`src/rtl/cla_sub_seq.sv`:
```
// Multi-cycle subtractor: D = A - B - Bi, one CHUNK_WIDTH slice per cycle, borrow chained between slices.
// Latency: result valid N = DATA_WIDTH/CHUNK_WIDTH edges after the accept edge; one op per N+2 cycles.
// Backpressure: in_ready only in IDLE; result and flags held in DONE until out_ready is seen.
module cla_sub_seq #(
    parameter int DATA_WIDTH  = 64,
    parameter int CHUNK_WIDTH = 16   // DATA_WIDTH must be an integer multiple of this
) (
    input  logic                  sys_clk,
    input  logic                  sys_rst,
    input  logic                  in_valid,
    output logic                  in_ready,
    input  logic [DATA_WIDTH-1:0] A,
    input  logic [DATA_WIDTH-1:0] B,
    input  logic                  Bi,
    output logic                  out_valid,
    input  logic                  out_ready,
    output logic [DATA_WIDTH-1:0] D,
    output logic                  Bo,
    output logic                  Ovf,
    output logic                  Zero
);

    localparam int N     = DATA_WIDTH / CHUNK_WIDTH;
    localparam int CNT_W = (N > 1) ? $clog2(N) : 1;
    localparam int MSB   = DATA_WIDTH - 1;

    typedef enum logic [1:0] {
        IDLE = 2'd0,
        BUSY = 2'd1,
        DONE = 2'd2
    } state_t;

    state_t                 state;
    logic [DATA_WIDTH-1:0]  a_q;
    logic [DATA_WIDTH-1:0]  b_q;
    logic                   carry_q;     // carry into the current slice; 0 means borrow pending
    logic [CNT_W-1:0]       cnt;         // index of the slice computed on the next BUSY edge

    logic [CHUNK_WIDTH-1:0] a_slice;
    logic [CHUNK_WIDTH-1:0] b_slice;
    logic [CHUNK_WIDTH-1:0] diff_slice;
    logic                   carry_nxt;
    logic [DATA_WIDTH-1:0]  d_nxt;
    logic                   last_slice;

    // Select the active slice, add A + ~B + carry, and merge the slice into the running difference.
    always_comb begin
        a_slice = '0;
        b_slice = '0;
        for (int k = 0; k < N; k++) begin
            if (cnt == CNT_W'(k)) begin
                a_slice = a_q[k*CHUNK_WIDTH +: CHUNK_WIDTH];
                b_slice = b_q[k*CHUNK_WIDTH +: CHUNK_WIDTH];
            end
        end
        {carry_nxt, diff_slice} = {1'b0, a_slice} + {1'b0, ~b_slice}
                                + {{CHUNK_WIDTH{1'b0}}, carry_q};
        d_nxt = D;
        for (int k = 0; k < N; k++) begin
            if (cnt == CNT_W'(k)) begin
                d_nxt[k*CHUNK_WIDTH +: CHUNK_WIDTH] = diff_slice;
            end
        end
        last_slice = (cnt == CNT_W'(N - 1));
    end

    // Control FSM with registered handshakes; the datapath state only moves while BUSY.
    always_ff @(posedge sys_clk) begin
        if (sys_rst) begin
            state     <= IDLE;
            cnt       <= '0;
            a_q       <= '0;
            b_q       <= '0;
            carry_q   <= 1'b0;
            D         <= '0;
            Bo        <= 1'b0;
            Ovf       <= 1'b0;
            Zero      <= 1'b0;
            in_ready  <= 1'b1;
            out_valid <= 1'b0;
        end else begin
            case (state)
                IDLE: begin
                    if (in_valid) begin
                        a_q      <= A;
                        b_q      <= B;
                        carry_q  <= ~Bi;          // A - B - Bi == A + ~B + ~Bi
                        cnt      <= '0;
                        state    <= BUSY;
                        in_ready <= 1'b0;
                    end
                end
                BUSY: begin
                    D       <= d_nxt;
                    carry_q <= carry_nxt;
                    cnt     <= cnt + CNT_W'(1);
                    if (last_slice) begin
                        Bo        <= ~carry_nxt;  // no final carry means the result wrapped
                        Ovf       <= (a_q[MSB] != b_q[MSB]) && (d_nxt[MSB] != a_q[MSB]);
                        Zero      <= (d_nxt == '0);
                        state     <= DONE;
                        out_valid <= 1'b1;
                    end
                end
                DONE: begin
                    if (out_ready) begin
                        state     <= IDLE;
                        out_valid <= 1'b0;
                        in_ready  <= 1'b1;
                    end
                end
                default: begin
                    state     <= IDLE;
                    out_valid <= 1'b0;
                    in_ready  <= 1'b1;
                end
            endcase
        end
    end

endmodule
```
`config.mk`:
```
export PLATFORM = sky130hd
export DESIGN_NAME = cla_sub_seq
export DESIGN_NICKNAME = d
export VERILOG_FILES = /design/src/rtl/cla_sub_seq.sv
export SDC_FILE = /design/constraint.sdc
export NUM_CORES = 1
export LEC_CHECK = 0
export ABC_AREA = 1
export ABC_CLOCK_PERIOD_IN_PS = 11210
export BUFFER_PORTS_ARGS = -buffer_cell sky130_fd_sc_hd__buf_2
export CORE_UTILIZATION = 40
export DETAILED_ROUTE_END_ITERATION = 7
export SYNTH_ARGS = -nofsm -noshare
export SYNTH_HDL_FRONTEND = slang
export SYNTH_SLANG_ARGS = --single-unit
```
`constraint.sdc`:
```
create_clock -name sys_clk -period 11.21 [get_ports sys_clk]
set_clock_uncertainty 0.05 [all_clocks]
set_input_delay 1.121 -clock sys_clk [delete_from_list [all_inputs] [get_ports sys_clk]]
set_output_delay 1.121 -clock sys_clk [all_outputs]
set_load 0.02 [all_outputs]
```
==> results of run 1 <==
cell families (layout without fill, tap and decap cells):
family / after synthesis / count (layout) / share of synthesized area (%)
and+or+nand+nor: 718 / 718 / 28.9
AOI/OAI and AO/OA: 363 / 363 / 19.9
buffers and inverters: 225 / 378 / 8.45
DFF: 202 / 202 / 40.0
adders and majority gates: 21 / 21 / 2.75
metal layers:
layer / global-route usage, % / vias to the layer above / share of wire, %
li1: - / 5237 / -
met1: 34.1 / 4575 / 49
met2: 38.0 / 277 / 44
met3: 2.82 / 45 / 4.9
met4: 6.99 / 0 / 2.6
met5: 0 / - / 0
sequential cells by signal, indices dropped and copies added (netlist names):
| register | cells |
|---|---|
| Ovf | 1 |
| carry_q | 1 |
| b_q | 64 |
| cnt | 2 |
| in_ready | 1 |
| out_valid | 1 |
| D | 64 |
| a_q | 64 |
| Bo | 1 |
| Zero | 1 |
| state | 2 |
cell usage in the layout (no fill, tap or decap), types with 2 or more instances in the layout:
cell         n
nor2_1     342
a211oi_1     2
nor2_2       2
clkbuf_16   23
a31oi_1      3
o21bai_1     2
inv_4        2
nand2_1    252
buf_4       10
nand3_1     75
inv_1      121
clkinv_2     2
o21ai_0    226
buf_2      201
a22oi_1     31
ha_2         2
o21ai_1      5
nand4_1      7
a21oi_2      2
clkbuf_8     6
o211ai_1    34
or2_2       19
fa_1         2
a21oi_1     54
nand2_2     10
bufinv_16    2
dfxtp_1    202
inv_2        5
ha_1        17
nand3b_1     2
nand3_2      2
and2_1       3
clkbuf_1     4
layout make-up:
class / instances / share of cell area (%)
Clock buffer: 33 / 5.60
Clock inverter: 5 / 0.750
Inverter: 129 / 4.07
Multi-Input combinational cell: 1102 / 43.5
Sequential cell: 202 / 33.7
Tap cell: 324 / 3.38
Timing Repair Buffer: 211 / 9.00
power breakdown:
group | total (W) | switching, W | internal [W]
sequential | 0.000817 | 0.0000376 | 0.000779
combinational | 0.000648 | 0.000441 | 0.000208
clock | 0.000762 | 0.000300 | 0.000462
total | 0.00223 | 0.000779 | 0.00145
critical path: stages (launching register included):
cell and delay, ps:
dfxtp_1 330, inv_1 120, ha_1 670, inv_1 400, nor2_2 170, buf_4 360
a22oi_1 120, nand2_1 90, o21ai_0 150, a21oi_1 240, fa_1 190, inv_1 100
fa_1 480, nand2_1 130, nand2_1 100, nand3_1 100, nand2_1 80, nand2_1 110
nand2_1 80, nand2_1 110, nand2_1 120, nand2_1 70, o21ai_0 80, nor2_1 180
nand3_1 150, nor2_1 110, nand2_1 70, a21oi_2 100
synthesized netlist by cell type, types with 3 or more instances:
master / instances
or2_2: 19
nand3_1: 75
nand2_2: 10
nor2_1: 343
nand2_1: 253
and2_1: 3
a21oi_1: 54
o21ai_1: 5
a22oi_1: 31
nand4_1: 7
a31oi_1: 3
inv_2: 5
dfxtp_1: 202
buf_1: 10
o211ai_1: 34
buf_2: 8
o21ai_0: 226
inv_1: 123
clkbuf_1: 78
ha_1: 19
worst min-delay path by stage:
stage	start	end	slack [ps]	cells after the start
floorplan	a_q[33]	a_q[33]	400	2
global placement	out_valid	out_valid	390	2
detailed placement	in_ready	in_ready	390	1
CTS	in_ready	in_ready	410	1
global route	in_ready	in_ready	430	1
finish	in_ready	in_ready	400	1
metrics by stage:
| stage | hold slack, ps | instances | cell area [sq um] |
|---|---|---|---|
| after floorplan | 400 | 1529 | 10100 |
| after global placement | 385 | 1968 | 11200 |
| after detailed placement | 394 | 1968 | 11200 |
| after CTS | 408 | 2006 | 12000 |
| after global routing | 433 | 2006 | 12000 |
| final | 404 | 2006 | 12000 |
==> results.py, run 1 <==
metrics = {
    "cts": {
        "path_clk_slew_ps": 60,
        "cts.sinks": 202,
        "cts_buffers": 23,
        "post_cts_resized": 0,
        "insertion_delay_ps": 530,
        "cts_tree": "yes",
        "hold_buffers": 0,
        "post_cts_buffers": 0,
        "clock_path_buffers": 3,
        "h-tree-depth": 1,
        "cts_root_buf": "clkbuf_16",
    },
    "grt": {
        "first_global_vias": 9241,
        "grt_pass1_wl_mm": 49.6,
        "grt_max_degree": 99,
        "antenna_found_initial": 0,
        "grt_usage_pct": 24.0,
        "grt_remaining_overflow": 0,
    },
    "die": {
        "io_pins": 202,
        "die-area_sq_um": 25900,
        "row_count": 57,
        "fp.dieW_um": 161,
        "die_y_um": 161,
        "initial_core_util_pct": 41.2,
        "core_sq_um": 24500,
    },
    "finish": {
        "fillCellCount": 2577,
        "layout-drive-gt1-share_pct": 17.4,
        "multi_input_area_sq_um": 5230,
        "final_nets": 1823,
        "final-seq-area_sq_um": 4040,
        "antennaDiodeCount": 0,
        "area_delta_synth_final_pct": 18.8,
        "final_util_pct": 49.0,
    },
    "yosys": {
        "synth_area_leaders": "dfxtp_1 40%, nor2_1 13%, o21ai_0 11%",
        "synth-edff-count": 0,
        "yosysTopAreaCell": "dfxtp_1",
        "synth_area_sq_um": 10100,
        "syn_inst": 1529,
        "syn_area_per_cell_sq_um": 6.61,
        "synth_seq_cells": 202,
        "synth_top_area_share_pct": 40.0,
        "synthesis.nets": 1683,
        "synth-async-reset-ratio_pct": 0,
        "synth_ff_type": "dfxtp_1",
        "synth_cell_types": 35,
        "seq_area_frac_synth_pct": 40.0,
        "ys_warn_count": 0,
    },
    "routing": {
        "vias": 10100,
        "first_iter_violations": 816,
        "routed_wl_mm": 31.5,
        "wl_per_cell_um": 15.7,
        "drcViolationCount": 0,
        "vias_per_cell": 5.05,
        "dr.pass1.iters": 5,
        "final_antenna_net_count": 0,
    },
    "placed_design": {
        "preCtsSetupSlack_ps": 6150,
        "dpl.hpwl_mm": 22.7,
        "portBuffers": 201,
        "routabilityCongestion": 0.893,
    },
    "timing": {
        "max-slew-margin-rel_pct": 32.4,
        "period_share_pct": 46.0,
        "setup_tns_ps": 0,
        "setup-violations-final": 0,
        "rsz0062_at_grt": "false",
        "slew_viol_final": 0,
        "fmax_ghz": 0.194,
        "layout_setup_ws_ps": 6060,
        "hold_viol": 0,
        "tightest_slew_ps": 1010,
        "period_needed_ps": 5150,
    },
    "critical_path": {
        "r2r-end": "Zero",
        "worst-r2r-cell-count": 27,
        "startpoint_type": "flip-flop",
        "rrSetupSlack_ps": 6060,
        "worstSetupStartpoint": "cnt[0]",
        "crit_required_ps": 11610,
        "cp-end-kind": "flip-flop",
        "path_max_fanout": 32,
        "worstPathArrival_ps": 5550,
        "endpoint": "Zero",
        "critPathKind": "reg2reg",
        "r2r_start": "cnt[0]",
    },
    "power": {
        "fin_total_pwr_w": 0.00223,
        "powerDensity_nw_per_um2": 185,
        "vdd_ir_drop_max_v": 0.000114,
        "leakage_nw": 5.99,
    },
    "hold_path": {
        "hold_path_class": "reg2reg",
    },
    "job": {
        "maxCapViolCount": 0,
    },
    "status": {
        "outcome": "finished clean",
    },
}
No activity file was read; power rests on OpenSTA's default activity.
==> run 2: changes to the inputs <==
Settings changed: ABC_AREA 1 to 0, ABC_CLOCK_PERIOD_IN_PS 11210 to 4300.
Clock period 11.21 ns to 4.3 ns, I/O delays scaled along.
==> run 2 against run 1 <==
Effect of this change: hold slack worse by 300 ps; fmax is 26% higher; utilization is 1.5 points higher; first-iteration DRC count is 18% lower; register-to-register slack worse by 5800 ps; worst setup slack worse by 5800 ps; die area is 6.9% lower; sequential power grew to 2.5 times the previous value.
==> results.py, run 2 <==
metrics = {
    "critical_path": {
        "r2r-end": "Zero",
        "rrSetupSlack_ps": 210,
        "worst-r2r-cell-count": 16,
        "cp-end-kind": "flip-flop",
        "max_stage_delay_ps": 410,
        "startpoint_type": "flip-flop",
        "r2r_start": "cnt[0]",
        "worst-path-buf-inv": 2,
        "crit_chain": "inv_1 > ha_2 > buf_4 > nor2_1 > a21oi_1 > nor2_1 > a21oi_1 > ha_1 > and3_4 > a31o_1 > or2_4 > or3_4 > a211o_1 > o31ai_2 > nand2_1 > o31ai_2",
        "critPathTopFamily": "compound AO/OA/AOI/OAI gates",
        "crit_required_ps": 4670,
        "path_max_fanout": 22,
        "critPathKind": "reg2reg",
        "worstPathArrival_ps": 4460,
        "slowest_stage": "ha_2",
    },
    "hold_path": {
        "hold_path_class": "in2reg",
        "hold_end": "a_q[27]",
        "hold_depth": 3,
        "min_from": "A[27]",
    },
    "die": {
        "initial_core_util_pct": 41.2,
        "io_pins": 202,
        "die-area_sq_um": 24100,
        "die_y_um": 155,
        "row_count": 55,
        "core_sq_um": 22800,
        "fp.dieW_um": 155,
    },
    "yosys": {
        "synth-edff-count": 0,
        "yosysTopAreaCell": "dfxtp_1",
        "synth_top_area_share_pct": 43.0,
        "synth_area_leaders": "dfxtp_1 43%, nand2_1 16%, a21oi_1 15%",
        "ys_warn_count": 0,
        "syn_area_per_cell_sq_um": 7.29,
        "synthesis.nets": 1445,
        "synth_seq_cells": 202,
        "syn_inst": 1291,
        "synth_common_cells": "392 x nand2_1, 284 x a21oi_1, 202 x dfxtp_1",
        "synth_area_sq_um": 9410,
        "synth_ff_type": "dfxtp_1",
        "synth-async-reset-ratio_pct": 0,
        "seq_area_frac_synth_pct": 43.0,
        "yosysMostFrequentCell": "nand2_1",
        "synth_cell_types": 66,
    },
    "routing": {
        "routed_wl_mm": 28.7,
        "final_antenna_net_count": 0,
        "first_iter_violations": 668,
        "vias_per_cell": 5.20,
        "vias": 9289,
        "wl_per_cell_um": 16.1,
        "dr.pass1.iters": 5,
        "drcViolationCount": 0,
    },
    "job": {
        "maxCapViolCount": 0,
    },
    "cts": {
        "cts_tree": "yes",
        "cts_root_buf": "clkbuf_16",
        "h-tree-depth": 1,
        "clock_path_buffers": 3,
        "path_clk_slew_ps": 60,
        "cts_buffers": 22,
        "insertion_delay_ps": 500,
        "cts.sinks": 202,
    },
    "power": {
        "powerDensity_nw_per_um2": 454,
        "leakage_nw": 4.85,
        "vdd_ir_drop_max_v": 0.000202,
    },
    "placed_design": {
        "portBuffers": 201,
        "routabilityCongestion": 0.903,
        "dpl.hpwl_mm": 20.5,
    },
    "timing": {
        "finalHoldWorstSlack_ps": 108,
        "slew_viol_final": 0,
        "fmax_ghz": 0.244,
        "setup-violations-final": 0,
        "tightest_slew_ps": 975,
        "hold_viol": 0,
        "period_share_pct": 95.1,
        "period_needed_ps": 4090,
        "max-slew-margin-rel_pct": 35.0,
        "setup_tns_ps": 0,
    },
    "grt": {
        "grt_remaining_overflow": 0,
        "antenna_found_initial": 0,
        "first_global_vias": 8330,
        "grt_max_degree": 131,
        "grt_pass1_wl_mm": 44.6,
        "grt_usage_pct": 23.2,
    },
    "finish": {
        "final_common_cell": "nand2_1",
        "largestRegisters": "D x64, a_q x64, b_q x64",
        "layout-drive-gt1-share_pct": 20.9,
        "final_util_pct": 50.5,
        "area_delta_synth_final_pct": 22.6,
        "antennaDiodeCount": 0,
        "final_nets": 1612,
        "final_cell_mix": "392 x nand2_1, 282 x a21oi_1, 201 x dfxtp_1",
    },
    "status": {
        "outcome": "finished clean",
    },
}
run 2: tightest hold or removal path, stage by stage:
cell and delay (ps):
buf_2 90, nand2_1 40, a21oi_1 50
run 2: cell families (layout without fill, tap and decap cells):
| logic type | count (synthesis) | count (layout) | share of synthesized area, % |
|---|---|---|---|
| AO/OA/AOI/OAI | 373 | 373 | 22.3 |
| buffers and inverters | 110 | 293 | 4.95 |
| flip-flops | 202 | 202 | 43.0 |
| AND/OR/NAND/NOR | 577 | 577 | 26.0 |
| multiplexers | 1 | 1 | 0.106 |
| adder cells (fa/ha/maj) | 21 | 21 | 2.95 |
| XOR/XNOR | 7 | 7 | 0.731 |
run 2: what timing repair did:
action | in CTS | in global routing
hold buffers | 0 | 0
endpoints found under the setup margin | 0 | 11
setup buffers | 0 | 3
gates resized for setup | 0 | 18
run 2: layout make-up:
class / instances / area (sq um)
flip-flops and latches: 202 / 4050
multi-input cells: 979 / 4980
repair buffers: 242 / 1360
clock inverters: 1 / 5.00
well taps: 313 / 392
inverters: 11 / 41.3
fillers: 2385 / 11300
clock buffers: 39 / 706
run 2: worst max-delay path by stage:
stage | slack (ps) | cells past startpoint | from | endpoint
4_1_cts | 10 | 19 | cnt[0] | Zero
2_1_floorplan | 70 | 18 | cnt[0] | Zero
3_5_place_dp | 30 | 18 | cnt[0] | Zero
5_1_grt | -3 | 16 | cnt[0] | Zero
3_3_place_gp | 130 | 16 | cnt[0] | Zero
6_report | 210 | 16 | cnt[0] | Zero
run 2: per-layer routing:
layer  vias to the layer above  routed length [um]  global-route usage, %
met5                         -                   0                      0
met4                         0                 567                   5.14
met2                       263               13100                   38.2
met1                      4287               13700                   32.4
li1                       4704                   -                      -
met3                        35                1360                   2.76
run 2: metrics by stage:
step | total power (W) | std cells | worst slack (ps) | instance area [sq um]
finish | 0.00523 | 1787 | 210 | 11500
global route | 0.00547 | 1787 | -3.41 | 11500
CTS | 0.00521 | 1784 | 12.3 | 11400
detailed placement | 0.00337 | 1744 | 30.9 | 10700
global placement | 0.00336 | 1744 | 129 | 10700
floorplan | 0.00286 | 1291 | 72.3 | 9410
run 2: where the power goes:
group          total [W]  switching (W)  internal (W)
registers        0.00205      0.0000681       0.00198
clock network    0.00185       0.000744       0.00110
logic            0.00134       0.000829      0.000510
